==> src/rtl/decoder_pkg.sv <==
// Shared types and memory-port constants for the decoder byte-to-word memory packer.
package decoder_pkg;

    localparam int MEM_AW = 13;
    localparam int MEM_DW = 32;
    localparam int BE_W   = 4;

    typedef enum logic [1:0] {
        ST_IDLE = 2'd0,
        ST_FILL = 2'd1,
        ST_DONE = 2'd2
    } state_e;

endpackage

==> src/rtl/decoder_mem_packer.sv <==
// Packs a framed byte stream into 32-bit words and writes them to on-chip memory from BASE_ADDR.
// Define DECODER_PACKER_BSWAP_EN to place the first byte of each word in the most significant lane.
module decoder_mem_packer
    import decoder_pkg::*;
#(
    parameter int BASE_ADDR = 0,
    parameter int DEPTH     = 5120
) (
    input  logic              clk,
    input  logic              reset_n,
    input  logic [7:0]        in_data,
    input  logic              in_valid,
    input  logic              in_sop,
    input  logic              in_eop,
    output logic              in_ready,
    output logic [MEM_AW-1:0] mem_address,
    output logic [BE_W-1:0]   mem_byteenable,
    output logic [MEM_DW-1:0] mem_writedata,
    output logic              mem_chipselect,
    output logic              mem_write,
    output logic              frame_done,
    output logic [MEM_AW-1:0] frame_words,
    output logic              overflow
);

    localparam logic [MEM_AW-1:0] BASE_W  = MEM_AW'(BASE_ADDR);
    localparam logic [MEM_AW:0]   DEPTH_W = (MEM_AW + 1)'(DEPTH);

    function automatic logic [MEM_DW-1:0] place_byte(input logic [MEM_DW-1:0] word,
                                                     input logic [1:0] lane,
                                                     input logic [7:0] data);
        logic [MEM_DW-1:0] w;
        logic [1:0]        slot;
        w = word;
`ifdef DECODER_PACKER_BSWAP_EN
        slot = 2'd3 - lane;
`else
        slot = lane;
`endif
        w[int'(slot)*8 +: 8] = data;
        return w;
    endfunction

    // Byte enables for a word whose last filled lane is 'lane'.
    function automatic logic [BE_W-1:0] lane_mask(input logic [1:0] lane);
        logic [BE_W-1:0] be;
        case (lane)
`ifdef DECODER_PACKER_BSWAP_EN
            2'd0:    be = 4'b1000;
            2'd1:    be = 4'b1100;
            2'd2:    be = 4'b1110;
            default: be = 4'b1111;
`else
            2'd0:    be = 4'b0001;
            2'd1:    be = 4'b0011;
            2'd2:    be = 4'b0111;
            default: be = 4'b1111;
`endif
        endcase
        return be;
    endfunction

    state_e              state;
    logic [1:0]          lane_p0;
    logic [MEM_DW-1:0]   pack_p0;
    logic [MEM_AW:0]     cnt_p0;
    logic [MEM_AW-1:0]   ptr;
    logic                vld_p1;
    logic [MEM_DW-1:0]   word_p1;
    logic [BE_W-1:0]     be_p1;

    logic                accept;
    logic                start;
    logic                take;
    logic [1:0]          lane_base;
    logic [MEM_DW-1:0]   word_base;
    logic [MEM_DW-1:0]   word_nxt;
    logic                word_end;
    logic [MEM_AW:0]     cnt_base;
    logic                room;
    logic [MEM_AW:0]     cnt_nxt;

    assign in_ready = reset_n & (state != ST_DONE);
    assign accept   = in_valid & in_ready;
    assign start    = accept & in_sop;
    // A sop restarts the frame from any accepting state; other bytes only count while filling.
    assign take     = accept & (in_sop | (state == ST_FILL));

    always_comb begin
        lane_base = in_sop ? 2'd0 : lane_p0;
        word_base = (lane_base == 2'd0) ? '0 : pack_p0;
        word_nxt  = place_byte(word_base, lane_base, in_data);
        word_end  = take & ((lane_base == 2'd3) | in_eop);
        cnt_base  = in_sop ? '0 : cnt_p0;
        room      = (cnt_base < DEPTH_W);
        cnt_nxt   = cnt_base + (MEM_AW + 1)'(word_end & room);
    end

    // Stage p0: byte packing into the current word
    always_ff @(posedge clk) begin
        if (take) begin
            pack_p0 <= word_nxt;
        end
    end

    always_ff @(posedge clk or negedge reset_n) begin
        if (!reset_n) begin
            state       <= ST_IDLE;
            lane_p0     <= 2'd0;
            cnt_p0      <= '0;
            ptr         <= BASE_W;
            vld_p1      <= 1'b0;
            word_p1     <= '0;
            be_p1       <= '0;
            frame_done  <= 1'b0;
            frame_words <= '0;
            overflow    <= 1'b0;
        end else begin
            vld_p1     <= 1'b0;
            frame_done <= 1'b0;
            if (vld_p1) begin
                ptr <= ptr + 1'b1;
            end
            if (start) begin
                ptr      <= BASE_W;
                overflow <= 1'b0;
            end
            if (take) begin
                lane_p0 <= word_end ? 2'd0 : lane_base + 2'd1;
                cnt_p0  <= cnt_nxt;
                state   <= in_eop ? ST_DONE : ST_FILL;
                // Stage p1: completed word handed to the holding register for the write
                if (word_end) begin
                    if (room) begin
                        vld_p1  <= 1'b1;
                        word_p1 <= word_nxt;
                        be_p1   <= lane_mask(lane_base);
                    end else begin
                        overflow <= 1'b1;
                    end
                end
                if (in_eop) begin
                    frame_done  <= 1'b1;
                    frame_words <= cnt_nxt[MEM_AW-1:0];
                end
            end else if (state == ST_DONE) begin
                state <= ST_IDLE;
            end
        end
    end

    assign mem_address    = ptr;
    assign mem_writedata  = word_p1;
    assign mem_byteenable = be_p1;
    assign mem_write      = vld_p1;
    assign mem_chipselect = vld_p1;

endmodule
==> config.mk <==
export PLATFORM = sky130hd
export DESIGN_NAME = decoder_mem_packer
export DESIGN_NICKNAME = d
export VERILOG_FILES = /design/src/rtl/decoder_pkg.sv /design/src/rtl/decoder_mem_packer.sv
export SDC_FILE = /design/constraint.sdc
export NUM_CORES = 1
export LEC_CHECK = 0
export CAP_MARGIN = 30
export CORE_ASPECT_RATIO = 1.5
export CORE_UTILIZATION = 54
export DETAILED_ROUTE_END_ITERATION = 16
export HOLD_SLACK_MARGIN = 0.08
export PLACE_DENSITY_LB_ADDON = 0.05
export SLEW_MARGIN = 25
export SYNTH_ARGS = -nofsm -noshare
export SYNTH_HDL_FRONTEND = slang
export SYNTH_SLANG_ARGS = --single-unit
==> constraint.sdc <==
create_clock -name clk -period 6.6 [get_ports clk]
set_input_delay 1.32 -clock clk [delete_from_list [all_inputs] [get_ports clk]]
set_output_delay 1.32 -clock clk [all_outputs]
set_load 0.005 [all_outputs]
==> run_results.csv <==
group,metric,value,unit
floorplanning,ios,80,
detailed_routing,first_pass_iters,5,
clocking,clockRootBuffer,"clkbuf_16",
cells_and_area,multi_input_area,2080,sq um
synth,yosys-top-cells-count,"83 x dfrtp_1, 38 x nand2_1, 32 x a22o_1, 32 x edfxtp_1, 26 x mux2_4",
detailed_routing,viasPerCell,5.70,
synth,async_flop_share,0.722,
power,clkPwrFrac,0.410,
cells_and_area,area_growth,27.4,%
global_routing,grt_max_degree,66,
detailed_routing,wl_per_cell,18.5,um
cells_and_area,antenna-diode-count,0,
timing,rsz0062_at_grt,"no",
place,io_buffers,79,
global_routing,grt_pass1_wl,18800,um
power,irDropWorstVdd,0.263,mV
setup_path,r2r-start,"state[1]",
outcome,outcome,"finished, final reports clean",
setup_path,worstPathCellList,"clkdlybuf4s50_1 > inv_2 > nand2_1 > inv_1 > ha_1 > o211ai_4 > inv_1 > ha_1 > ha_1 > nand2_1 > or3_4 > a22oi_2 > o41ai_2",
setup_path,path_max_fanout,23,
synth,seq_area_frac_synth,0.573,
synth,synth_top_area_share,0.391,
synth,synthTopCellsByArea,"dfrtp_1 39%, edfxtp_1 18%, mux2_4 7.4%",
synth,ys_ff_latch,115,
floorplanning,start_util,0.551,
clocking,post_cts_resized,0,
hold_path,min_path_type,"register to register",
power,power,2.33,mW
synth,yosysMostFrequentCell,"dfrtp_1",
timing,finClkSkew,5.25,ps
synth,synthesis.nets,435,
setup_path,crit_path_start_kind,"primary input",
power,p_leak,3.00,nW
cells_and_area,nets,517,
clocking,cts_num_sinks,115,
synth,synth_edf_count,32,
setup_path,r2r_cells,11,
detailed_routing,routed_wl,11500,um
timing,tightest_slew,869,ps
hold_path,min_path_cells,2,
synth,syn_area,5310,sq um
timing,hold_violations,0,
detailed_routing,drt_iter0_markers,256,
timing,period_needed,4390,ps
timing,slew_violations,0,
synth,synth_cells,413,
timing,relSlewSlack,0.419,
setup_path,path_class,"primary input to register",
synth,synth_area_leader_cell,"dfrtp_1",
setup_path,cpMostUsedCell,"ha_1",
synth,synth_ff_type,"dfrtp_1",
setup_path,startpoint,"in_sop",
global_routing,grtUsageTotal,0.241,
cells_and_area,drive_gt1_frac,0.175,
floorplanning,die_height,123,um
job,maxCapViolCount,0,
clocking,worst_skew_pair.late_latency,400,ps
detailed_routing,ant_nets,0,
power,power_density,344,nW/um^2
detailed_routing,post-route-drc-count,0,
synth,ys_types,54,
global_routing,grt_antenna_before_repair,0,
cells_and_area,regArea,3040,sq um
setup_path,cp.required,6850,ps
floorplanning,die_width,82.9,um
power,p_int,1.76,mW
detailed_routing,vias,3549,
timing,max_freq,228,MHz
setup_path,slowest_stage,"clkdlybuf4s50_1",
floorplanning,die_area,10200,sq um
power,p_sw,0.561,mW
timing,setup_tns,0,ps
clocking,cts_tree,"built",
power,p_sw_frac,0.241,
place,dp_hpwl,7660,um
place,place.gp.congestion,0.820,
global_routing,grt_pass1_vias,3614,
synth,syn_avg_cell_area,12.8,sq um
power,seq_power_share,0.397,
timing,finalCritPeriodShare,0.665,
power,combPwrFrac,0.193,
floorplanning,num_rows,44,
setup_path,cp_slowest_stage_delay,830,ps
synth,yosys_warnings,0,
setup_path,cp-end-kind,"register",
clocking,clock_path_buffers,2,
setup_path,worstPathArrival,4640,ps
clocking,clkTransAtPathRegs,50,ps
clocking,htreeDepth,4,
clocking,cts_buffers,17,
floorplanning,coreArea,9630,sq um
clocking,ctsHoldBuffers,0,
cells_and_area,nFillCells,712,
timing,setup_violations,0,
hold_path,hp-start,"cnt_p0[0]",
clocking,postCtsSetupBuffers,0,
global_routing,gr-total-overflow,0,
critical path, delay by kind of cell:
family	cells	cell delay, ps
simple gates	3	760
buf+inv	4	1450
compound gates	3	360
fa+ha+maj	3	750
placed cells by master, fill, tap and decap left out, types with 2 or more instances in the layout:
master	count
buf_4	4
nor4_4	2
nand3b_1	2
o311ai_0	3
or3_4	2
nand4_1	9
edfxtp_1	32
nand2_1	38
nor3_1	5
a22o_1	32
ha_1	9
inv_1	14
nand3_1	10
nor2_1	24
nor3_2	3
mux2_4	26
mux2_2	11
clkbuf_8	2
nor4_1	5
nand2b_1	2
a21oi_1	10
o31ai_1	4
and3_1	4
xnor2_1	16
clkinv_2	6
o21a_1	3
clkdlybuf4s50_1	78
clkbuf_1	2
dfrtp_1	83
clkbuf_16	17
inv_2	3
xor2_1	6
nor2b_1	5
o21ai_0	8
mux2i_1	2
a211oi_1	2
bufinv_16	4
power by group through the flow:
stage / Sequential, mW / Combinational [mW] / Clock, mW
3_5_place_dp: 0.935 / 0.450 / 0
4_1_cts: 0.924 / 0.453 / 0.967
2_1_floorplan: 0.927 / 0.223 / 0
6_report: 0.923 / 0.448 / 0.954
3_3_place_gp: 0.932 / 0.441 / 0
5_1_grt: 0.939 / 0.489 / 1.00
cell families (layout without fill, tap and decap cells):
group,after synthesis,count (layout),synth area share
xor+xnor,22,22,0.0363
simple gates,116,116,0.120
fa+ha+maj,9,9,0.0212
flops,115,115,0.573
compound gates,76,76,0.114
buf+inv,36,131,0.0349
mux,39,39,0.101
per-layer routing:
layer	wire, um	track usage	vias to the layer above
met5	0	0	-
li1	-	-	1669
met4	122	0.0830	0
met3	439	0.0541	8
met2	6150	0.422	86
met1	4820	0.294	1786
per-stage QoR:
stage / cells / instance area [sq um] / hold WS (ps) / util / worst slack [ps]
final: 623 / 6760 / 472 / 0.701 / 2210
after global routing: 623 / 6760 / 500 / 0.701 / 1900
after CTS: 623 / 6760 / 475 / 0.701 / 2210
after detailed placement: 591 / 6140 / 466 / 0.637 / 1800
after global placement: 591 / 6140 / 454 / 0.637 / 1900
after floorplan: 413 / 5310 / 438 / - / 3020
final cells by class:
class                      count  area share
timing repair buffer          82       0.120
inverter                      17     0.00944
clock buffer                  21      0.0681
sequential                   115       0.450
multi-input combinational    262       0.308
clock inverter                11      0.0233
tap                          115      0.0213
final timing paths:
kind / slack (ps) / to
setup / recovery: 2210 / cnt_p0[10]
hold / removal: 470 / cnt_p0[0]
setup reg to reg: 3870 / cnt_p0[10]
hold reg to reg: 470 / cnt_p0[0]
max in group asynchronous: 4660 / mem_writedata[6]
min in group asynchronous: 810 / state[0]
registers in the layout, indices dropped and copies added (netlist names), 2 cells and up:
name,count
lane_p0,2
mem_address,13
state,2
frame_words,13
mem_byteenable,4
cnt_p0,14
pack_p0,32
mem_writedata,32
Note: power is estimated with default switching activity, not from simulation.
